`src/rtl/minmax_tracker.sv`:
```
// -----------------------------------------------------------------------------
// minmax_tracker
//
// Purpose:
//   Tracks the largest and smallest unsigned sample in a window of win_len
//   samples. A window starts with the first sample accepted in IDLE. It
//   closes when the number of accepted samples reaches the window length
//   latched at that first sample. When the window closes, the block spends
//   one cycle in DONE. During that cycle out_valid pulses and in_ready is 0.
//   Results then hold until the next window's first accepted sample.
//
// Optional feature:
//   Define MINMAX_TIES_EN to add the ties output. ties counts accepted
//   samples equal to the running maximum. It restarts at 0 whenever the
//   maximum increases.
//
// Handshake:
//   A sample transfers on a rising edge where in_valid && in_ready. in_valid
//   may be held high while in_ready is 0. In that case the sample is not
//   consumed and must be presented again.
//
// Ports:
//   clk        sole clock, rising edge
//   n_rst      asynchronous active-low reset
//   clear      synchronous flush of the current window, wins over a sample
//   in_valid   in_data carries a sample this cycle
//   in_ready   block can accept a sample this cycle (0 only in DONE)
//   in_data    unsigned sample, DATA_W bits
//   win_len    samples per window, 0 treated as 1, sampled at first sample
//   max_out    largest sample of the current/last window
//   min_out    smallest sample of the current/last window
//   count      samples accepted in the current window
//   out_valid  one-cycle pulse, window result final
//   ties       samples equal to the running max (MINMAX_TIES_EN only)
//   fsm_state  current FSM state for observation (IDLE=0, ACCUM=1, DONE=2)
// -----------------------------------------------------------------------------
module minmax_tracker #(
   parameter int DATA_W = 16,
   parameter int CNT_W  = 8
) (
   input  logic              clk,
   input  logic              n_rst,
   input  logic              clear,
   input  logic              in_valid,
   output logic              in_ready,
   input  logic [DATA_W-1:0] in_data,
   input  logic [CNT_W-1:0]  win_len,
   output logic [DATA_W-1:0] max_out,
   output logic [DATA_W-1:0] min_out,
   output logic [CNT_W-1:0]  count,
   output logic              out_valid,
`ifdef MINMAX_TIES_EN
   output logic [CNT_W-1:0]  ties,
`endif
   output logic [1:0]        fsm_state
);

   typedef enum logic [1:0] {
      IDLE  = 2'd0,
      ACCUM = 2'd1,
      DONE  = 2'd2
   } state_t;

   state_t            state;
   state_t            state_next;
   logic [CNT_W-1:0]  len_q;
   logic [CNT_W-1:0]  first_len;
   logic [CNT_W-1:0]  count_inc;
   logic              accept;

   // A requested length of 0 means a single-sample window.
   assign first_len = (win_len == '0) ? CNT_W'(1) : win_len;
   assign count_inc = count + CNT_W'(1);
   assign accept    = in_valid && in_ready;

   // State register
   always_ff @(posedge clk or negedge n_rst) begin
      if (!n_rst) begin
         state <= IDLE;
      end else begin
         state <= state_next;
      end
   end

   // Next-state and state-decoded outputs
   always_comb begin
      state_next = state;
      in_ready   = 1'b1;
      out_valid  = 1'b0;
      case (state)
         IDLE: begin
            if (accept) begin
               state_next = (first_len == CNT_W'(1)) ? DONE : ACCUM;
            end
         end
         ACCUM: begin
            // Close the window on the edge where count reaches the latched length.
            if (accept && (count_inc == len_q)) begin
               state_next = DONE;
            end
         end
         DONE: begin
            in_ready   = 1'b0;
            out_valid  = 1'b1;
            state_next = IDLE;
         end
         default: begin
            state_next = IDLE;
         end
      endcase
      if (clear) begin
         state_next = IDLE;
      end
   end

   assign fsm_state = state;

   // Datapath. accept implies IDLE or ACCUM, so the else-branch is ACCUM.
   always_ff @(posedge clk or negedge n_rst) begin
      if (!n_rst) begin
         max_out <= '0;
         min_out <= '0;
         count   <= '0;
         len_q   <= '0;
`ifdef MINMAX_TIES_EN
         ties    <= '0;
`endif
      end else if (clear) begin
         max_out <= '0;
         min_out <= '0;
         count   <= '0;
`ifdef MINMAX_TIES_EN
         ties    <= '0;
`endif
      end else if (accept) begin
         if (state == IDLE) begin
            max_out <= in_data;
            min_out <= in_data;
            count   <= CNT_W'(1);
            len_q   <= first_len;
`ifdef MINMAX_TIES_EN
            ties    <= '0;
`endif
         end else begin
            if (in_data > max_out) begin
               max_out <= in_data;
            end
            if (in_data < min_out) begin
               min_out <= in_data;
            end
            count <= count_inc;
`ifdef MINMAX_TIES_EN
            if (in_data > max_out) begin
               ties <= '0;
            end else if (in_data == max_out) begin
               ties <= ties + CNT_W'(1);
            end
`endif
         end
      end
   end

endmodule

```
`config.mk`:
```
export PLATFORM = sky130hd
export DESIGN_NAME = minmax_tracker
export DESIGN_NICKNAME = d
export VERILOG_FILES = /design/src/rtl/minmax_tracker.sv
export SDC_FILE = /design/constraint.sdc
export NUM_CORES = 1
export LEC_CHECK = 0
export ABC_CLOCK_PERIOD_IN_PS = 2500
export CAP_MARGIN = 20
export CELL_PAD_IN_SITES_DETAIL_PLACEMENT = 0
export CELL_PAD_IN_SITES_GLOBAL_PLACEMENT = 1
export CORE_ASPECT_RATIO = 0.7
export CORE_MARGIN = 8
export CORE_UTILIZATION = 49
export DETAILED_ROUTE_END_ITERATION = 12
export DONT_BUFFER_PORTS = 1
export PLACE_DENSITY_LB_ADDON = 0.1
export SLEW_MARGIN = 20
export SYNTH_ARGS = -nofsm -noshare
export SYNTH_HDL_FRONTEND = slang
export SYNTH_SLANG_ARGS = --single-unit
```
`constraint.sdc`:
```
create_clock -name clk -period 2.5 [get_ports clk]
set_clock_uncertainty 0.15 [all_clocks]
set_input_delay 0.25 -clock clk [delete_from_list [all_inputs] [get_ports clk]]
set_output_delay 0.25 -clock clk [all_outputs]
set_load 0.02 [all_outputs]
```
=== After elaboration in Yosys (flattened, before gate mapping) ===
Index checks and enable logic that the tools add are counted.

* Register bits: 50
* Input bits: 28
* Output and inout bits: 44
* Logic and storage cells: 45

* Add/sub/neg operators: 1
* Magnitude comparators: 2
* Equality and inequality tests: 6
* Mux-type cells: 19
* Bitwise logic cells: 1
* Reductions and logical operators: 11

{| class="wikitable"
|+ Operators by type and width
! operator !! number
|-
| $mux 16 || 8
|-
| $mux 8 || 4
|-
| $gt 16x16->1 || 1
|-
| $lt 16x16->1 || 1
|-
| $add 8x1->8 const B || 1
|-
| $eq 8x1->1 const B || 1
|-
| $eq 8x8->1 || 1
|-
| $logic_not 8->1 || 1
|-
| $mux 2 || 4
|-
| $ne 3x3->1 const B || 2
|-
| $reduce_and 2->1 || 3
|-
| $reduce_bool 3->1 || 2
|-
| $pmux 2 s2 || 1
|-
| $reduce_and 3->1 || 1
|-
| $eq 2x1->1 const B || 1
|-
| $eq 2x2->1 const B || 1
|-
| $logic_and 1x1->1 || 2
|-
| $logic_not 2->1 || 1
|-
| $mux 1 || 2
|-
| $reduce_bool 2->1 || 1
|-
| $not 1->1 || 1
|}

=== Depth between registers and ports, before layout ===
Gate-level depths: netlist (run 1).

* Word-level depth: 7
* Gate-level depth with buffers: 9
* Gate-level depth less buffers: 8

=== Worst setup path after synthesis (run 1) ===
No wires, ideal clock.

* Kind: register to register
* From: register max_out[9]
* To: register max_out[10]
* Library setup time: 0.125 ns
* Arrival time: 2.130 ns
* Required time: 2.225 ns
* Setup slack: 0.095 ns
* Stages on the path, launching flop included: 10
* Buffers on the path: 1
* Period minus slack after synthesis: 2.405 ns
* Cells stage by stage: dfrtp_1 -> inv_1 -> ha_1 -> a21oi_1 -> nor2_1 -> a211oi_1 -> o21ai_0 -> o21ai_2 -> buf_2 -> mux2_2

* Cells in the longest elaborated chain, start to end: 3

{| class="wikitable"
|+ RTL lines
! element !! line !! RTL
|-
| from (decl) || 48 || <nowiki>output logic [DATA_W-1:0] max_out,</nowiki>
|-
| from (signal assigned) || 137 || <nowiki>max_out <= in_data;</nowiki>
|-
| from (signal assigned) || 146 || <nowiki>max_out <= in_data;</nowiki>
|-
| $gt 16x16->1 || 145 || <nowiki>if (in_data > max_out) begin</nowiki>
|-
| $reduce_bool 3->1 (no line) || - ||
|-
| $reduce_and 2->1 (no line) || - ||
|}

Every way passes these cells.
A chain may end at the register's enable or synchronous reset.

=== Final worst setup path (run 1) ===
* From: register min_out[9]
* To: register min_out[5]

* Cells in the longest elaborated chain, start to end: 3

{| class="wikitable"
|+ RTL lines
! element !! line !! RTL
|-
| from (decl) || 49 || <nowiki>output logic [DATA_W-1:0] min_out,</nowiki>
|-
| from (signal assigned) || 138 || <nowiki>min_out <= in_data;</nowiki>
|-
| from (signal assigned) || 149 || <nowiki>min_out <= in_data;</nowiki>
|-
| $lt 16x16->1 || 148 || <nowiki>if (in_data < min_out) begin</nowiki>
|-
| $reduce_bool 3->1 (no line) || - ||
|-
| $reduce_and 2->1 (no line) || - ||
|}

Every way passes these cells.

==> flow_summary.ini, run 1 <==
[outcome]
status = complete, no violations

[synthesis]
synth_area_leaders = dfrtp_1 (40%), mux2_2 (14%), ha_1 (13%)
synthArstFlopShare_pct = 100
ys_seq_area_share_pct = 40.3
synth_top_area_share_pct = 40.3
ys_warn_count = 0
synth-edff-count = 0
syn_area_per_cell_sq_um = 10.5
synth-seq-cells = 50
synth.most_common_cell = dfrtp_1
synthCells = 296
synth_area_sq_um = 3110
synth_ff_type = dfrtp_1
synth_top_area_cell = dfrtp_1
ys_top_cells_by_count = dfrtp_1 (50), mux2_2 (39), inv_1 (33)
synth_fp_nets = 356
ys_types = 45

[pwr]
power_switching_w = 0.000694
finalPower_w = 0.00219
sw_frac_of_total_pct = 31.6
power_frac_clock_pct = 26.6
internal-power_w = 0.00150
pwr-share-comb_pct = 29.3
p_per_area_nw_per_um2 = 583
leakagePower_nw = 1.75
power_frac_seq_pct = 44.1
ir_drop_uv = 340

[drt]
antenna_left = 0
routedWlPerCell_um = 18.5
vias = 2359
route.detailed.drc = 0
drt_wl_total_um = 7980
drt_iter0_markers = 91
firstDrtPassIters = 5
vias_per_cell = 5.46

[floorplanning]
die_height_um = 82.6
core_area_sq_um = 6190
die-area_sq_um = 9180
dieWidth_um = 111
start_util_pct = 50.2
io_pins = 72
rows = 24

[clock_tree]
clock-sinks = 50
htree_num_levels = 2
clk_transition_reported_paths_ns = 0.10
worstSkewPairLatency_ns = 0.31
cts_buffer_depth = 2
cts_buffers = 5
cts_root_buffer = clkbuf_8
tritoncts = yes
post_cts_buffers = 0

[worst_hold_path]
hold_path.class = in2reg
hp-start = clear

[sta]
slew_violations = 0
hold_violations = 0
setup_viol = 0
maxSlewHeadroom_pct = 69.4
fin_hold_ws_ns = 0.0185
period_needed_ns = 2.32
worst_pin_slew_ns = 0.458
fmax_mhz = 430
setup_tns_ns = 0
timing.final.ws_setup_ns = 0.176
grt_setup_unrepaired = no
post-route-period-util_pct = 93.0

[critical_path]
required_ns = 2.54
end_kind = flip-flop
crit_fanout = 11
cp.arrival_ns = 2.37
start_kind = flip-flop
crit_chain = inv_1, ha_1, a21oi_1, nor3_1, nor4_1, o21ai_0, o22ai_2, buf_6, mux2_2
worst-path-buf-inv = 2
startpoint = min_out[9]
crit_type = reg2reg
crit_family = compound AO/OA/AOI/OAI gates
cp_slowest_cell = dfrtp_1
cpPeakStageDelay_ns = 0.36
r2r-start = min_out[9]

[global_routing]
grt_pass1_vias = 2409
antenna_found_initial = 0
track_usage_pct = 17.6
grt_overflow = 0
grt_pass1_wl_um = 12900
grt_max_degree = 51

[layout]
n_antenna_cell = 0
fillCellCount = 544
ff_latch_area_sq_um = 1250
nNetsFinal = 413
drive_gt1_share_pct = 29.1
area_delta_synth_final_pct = 21.2
multi_input_area_sq_um = 1690

[placed_design]
io_buffers = 0
gp_congestion = 0.797
dp_hpwl_um = 6020
dp_worst_setup_slack_ns = 0.135

[flow_run]
max_cap_viol_count = 0
## registers in the layout, indices dropped and copies added, names as in the netlist
signal     cells
min_out       16
max_out       16
fsm_state      2
count          8
len_q          8
## cell type report
cell class | instances | area share [%]
Multi-Input combinational cell | 205 | 45.0
Sequential cell | 50 | 33.2
Timing Repair Buffer | 58 | 13.0
Inverter | 33 | 3.29
Tap cell | 78 | 2.59
Clock buffer | 5 | 1.83
Clock inverter | 3 | 1.06
## what timing repair did
| action | 4_1_cts | 5_1_grt |
|---|---|---|
| endpoints found under the setup margin | 0 | 20 |
| hold buffers | 12 | 0 |
| endpoints found under the hold margin | 60 | 0 |
| gates resized for setup | 0 | 3 |
## cell families (layout without fill, tap and decap cells)
family                     after synthesis  after routing  share of synthesized area (%)
AOI/OAI and AO/OA                       54             54                           11.7
xor gates and xnor gates                 9              9                           2.54
adders and majority gates               32             32                           12.9
buffers and inverters                   41             99                           5.36
DFF                                     50             50                           40.3
muxes                                   39             39                           14.1
and+or+nand+nor                         71             71                           13.1
## per-stage QoR
| step | instances | area, sq um | util, % |
|---|---|---|---|
| 2_1_floorplan | 296 | 3110 | - |
| 3_3_place_gp | 412 | 3510 | 56.7 |
| 3_5_place_dp | 412 | 3510 | 56.7 |
| 4_1_cts | 432 | 3750 | 60.7 |
| 5_1_grt | 432 | 3770 | 60.9 |
| 6_report | 432 | 3770 | 60.9 |
## layer usage
| layer | vias up | GRT usage (%) | share of wire (%) |
|---|---|---|---|
| met1 | 1108 | 25.4 | 52 |
| li1 | 1171 | - | - |
| met5 | - | 0 | 0 |
| met3 | 4 | 6.20 | 9.5 |
| met4 | 0 | 2.78 | 0.39 |
| met2 | 76 | 24.9 | 38 |
## path summary, 6_finish.rpt
check / end / slack, ns / cells past startpoint
setup / recovery: min_out[5] / 0.18 / 9
hold / removal: count[1] / 0.02 / 3
setup reg to reg: min_out[5] / 0.18 / 9
hold reg to reg: len_q[0] / 0.39 / 1
max in group asynchronous: fsm_state[1] / 1.65 / 2
min in group asynchronous: max_out[5] / 0.32 / 2
## power groups by stage
stage	Sequential (W)	Combinational, W	Clock [W]
final	0.000967	0.000642	0.000584
after global placement	0.000978	0.000593	0
after detailed placement	0.000981	0.000602	0
after CTS	0.000966	0.000642	0.000601
after floorplan	0.00105	0.000334	0
after global routing	0.000976	0.000713	0.000625
## tightest hold or removal path: cells and delay by family
kind | cells | cell delay [ns]
AOI/OAI and AO/OA | 2 | 0.11
and+or+nand+nor | 1 | 0.06
## cells in the final DEF, fill, tap and decap left out, drive strengths merged, types with 2 or more instances in the layout
master / instances
nor4: 3
o31ai: 3
ha: 32
nor2: 11
o2111ai: 2
clkbuf: 5
clkinv: 2
nand2: 9
inv: 33
buf: 47
a211oi: 3
o21ai: 20
mux2: 39
nand4: 4
a311oi: 3
and3: 2
nand2b: 3
a21oi: 11
nor3: 6
or3: 3
a21o: 3
a31oi: 3
dfrtp: 50
nand3: 6
dlygate4sd3: 11
xor2: 3
xnor2: 6
nor2b: 17
Power figures use the tool's default switching activity.
==> run 2, diff against run 1 <==
--- a/config.mk
+++ b/config.mk
@@ -15,6 +15,7 @@
 export DETAILED_ROUTE_END_ITERATION = 12
 export DONT_BUFFER_PORTS = 1
 export PLACE_DENSITY_LB_ADDON = 0.1
+export SKIP_CTS_REPAIR_TIMING = 1
 export SLEW_MARGIN = 20
 export SYNTH_ARGS = -nofsm -noshare
 export SYNTH_HDL_FRONTEND = slang
==> flow_summary.ini, run 2 (synthesis gave the netlist of run 1 again) <==
[floorplanning]
die_height_um = 82.6
die-area_sq_um = 9180
rows = 24
start_util_pct = 50.2
core_area_sq_um = 6190
io_pins = 72
dieWidth_um = 111

[critical_path]
crit_type = reg2reg
rrSetupSlack_ns = 0.18
worst-path-buf-inv = 2
crit_family = compound AO/OA/AOI/OAI gates
cp.arrival_ns = 2.37
end_kind = flip-flop
r2r-end = min_out[13]
crit_fanout = 11
r2r-start = min_out[9]
start_kind = flip-flop
r2r_cells = 9
required_ns = 2.54
crit_chain = inv_1, ha_1, a21oi_1, nor3_1, nor4_1, o21ai_0, o22ai_2, buf_6, mux2_2
cpPeakStageDelay_ns = 0.36
cp_slowest_cell = dfrtp_1

[drt]
vias = 2365
antenna_left = 0
drt_iter0_markers = 107
vias_per_cell = 5.47
route.detailed.drc = 0
routedWlPerCell_um = 18.4
firstDrtPassIters = 4
drt_wl_total_um = 7950

[worst_hold_path]
holdPathStages = 3
hp-start = clear
hold_path.class = in2reg
hold_end = fsm_state[0]

[clock_tree]
cts_buffers = 5
cts_root_buffer = clkbuf_8
htree_num_levels = 2
tritoncts = yes
clock-sinks = 50
clk_transition_reported_paths_ns = 0.10
cts_buffer_depth = 2
worstSkewPairLatency_ns = 0.31

[outcome]
violations = negative hold slack
status = complete, but fails checks

[layout]
nNetsFinal = 413
final_common_cell = dfrtp_1
largest_registers = max_out: 16 flops, min_out: 16 flops
final_cell_count_no_fill = 432
fillCellCount = 543
ff_latch_area_sq_um = 1250
layout_common_cells = dfrtp_1 (50), buf_4 (44), mux2_2 (39)
multi_input_area_sq_um = 1690
drive_gt1_share_pct = 29.1
area_delta_synth_final_pct = 21.2
n_antenna_cell = 0

[global_routing]
grt_pass1_vias = 2349
track_usage_pct = 17.1
grt_max_degree = 51
antenna_found_initial = 0
grt_overflow = 0
grt_pass1_wl_um = 12600

[sta]
fin_hold_ws_ns = -0.0108
fmax_mhz = 430
setup_viol = 0
slew_violations = 0
period_needed_ns = 2.32
worst_pin_slew_ns = 0.477
post-route-period-util_pct = 93.0
setup_tns_ns = 0
grt_setup_unrepaired = no
hold_violations = 1
maxSlewHeadroom_pct = 68.1

[placed_design]
dp_cells = 412
dp_hpwl_um = 6020
io_buffers = 0
gp_congestion = 0.797

[pwr]
leakagePower_nw = 1.75
finalPower_w = 0.00219
p_per_area_nw_per_um2 = 582
ir_drop_uv = 327

[flow_run]
max_cap_viol_count = 0
-- run 2: cell counts in the layout (fill, tap and decap cells not counted) --
Identical to the previous run, type by type.
-- run 2: per-layer routing --
layer	wire length (um)	GRT usage, %
met1	4110	25.0
met2	3070	23.6
met4	31	2.78
met5	0	0
met3	742	6.35
-- run 2: layout make-up --
type	count	share of cell area [%]
clock buffers	5	1.83
clock inverters	3	1.06
inverters	33	3.29
multi-input cells	205	45.0
flip-flops and latches	50	33.2
well taps	78	2.59
repair buffers	58	13.0
-- run 2: tightest hold or removal path, stage by stage --
cell,delay (ns)
nor2_1,0.03
nand2_1,0.05
o21ai_0,0.07
-- run 2: how the worst max path moves through the flow --
| stage | start | end | slack (ns) | cells after the start |
|---|---|---|---|---|
| 2_1_floorplan | max_out[9] | max_out[10] | 0.1 | 9 |
| 3_3_place_gp | max_out[9] | max_out[12] | 0.16 | 9 |
| 3_5_place_dp | max_out[9] | max_out[13] | 0.13 | 9 |
| 4_1_cts | max_out[9] | max_out[13] | 0.12 | 9 |
| 5_1_grt | min_out[13] | min_out[5] | 0.03 | 9 |
| 6_report | min_out[9] | min_out[13] | 0.18 | 9 |
-- run 2: where the power goes --
part	internal, W	total [W]	switching (W)	leakage [nW]
clock	0.000295	0.000584	0.000289	0.0579
sequential	0.000897	0.000966	0.0000693	0.643
combinational	0.000308	0.000642	0.000334	1.05
-- run 2: through the flow --
| step | instance area (sq um) | worst slack (ns) | util (%) |
|---|---|---|---|
| CTS | 3620 | 0.116 | 58.5 |
| global route | 3770 | 0.0259 | 60.9 |
| global placement | 3510 | 0.158 | 56.7 |
| finish | 3770 | 0.175 | 60.9 |
| floorplan | 3110 | 0.0954 | - |
| detailed placement | 3510 | 0.135 | 56.7 |
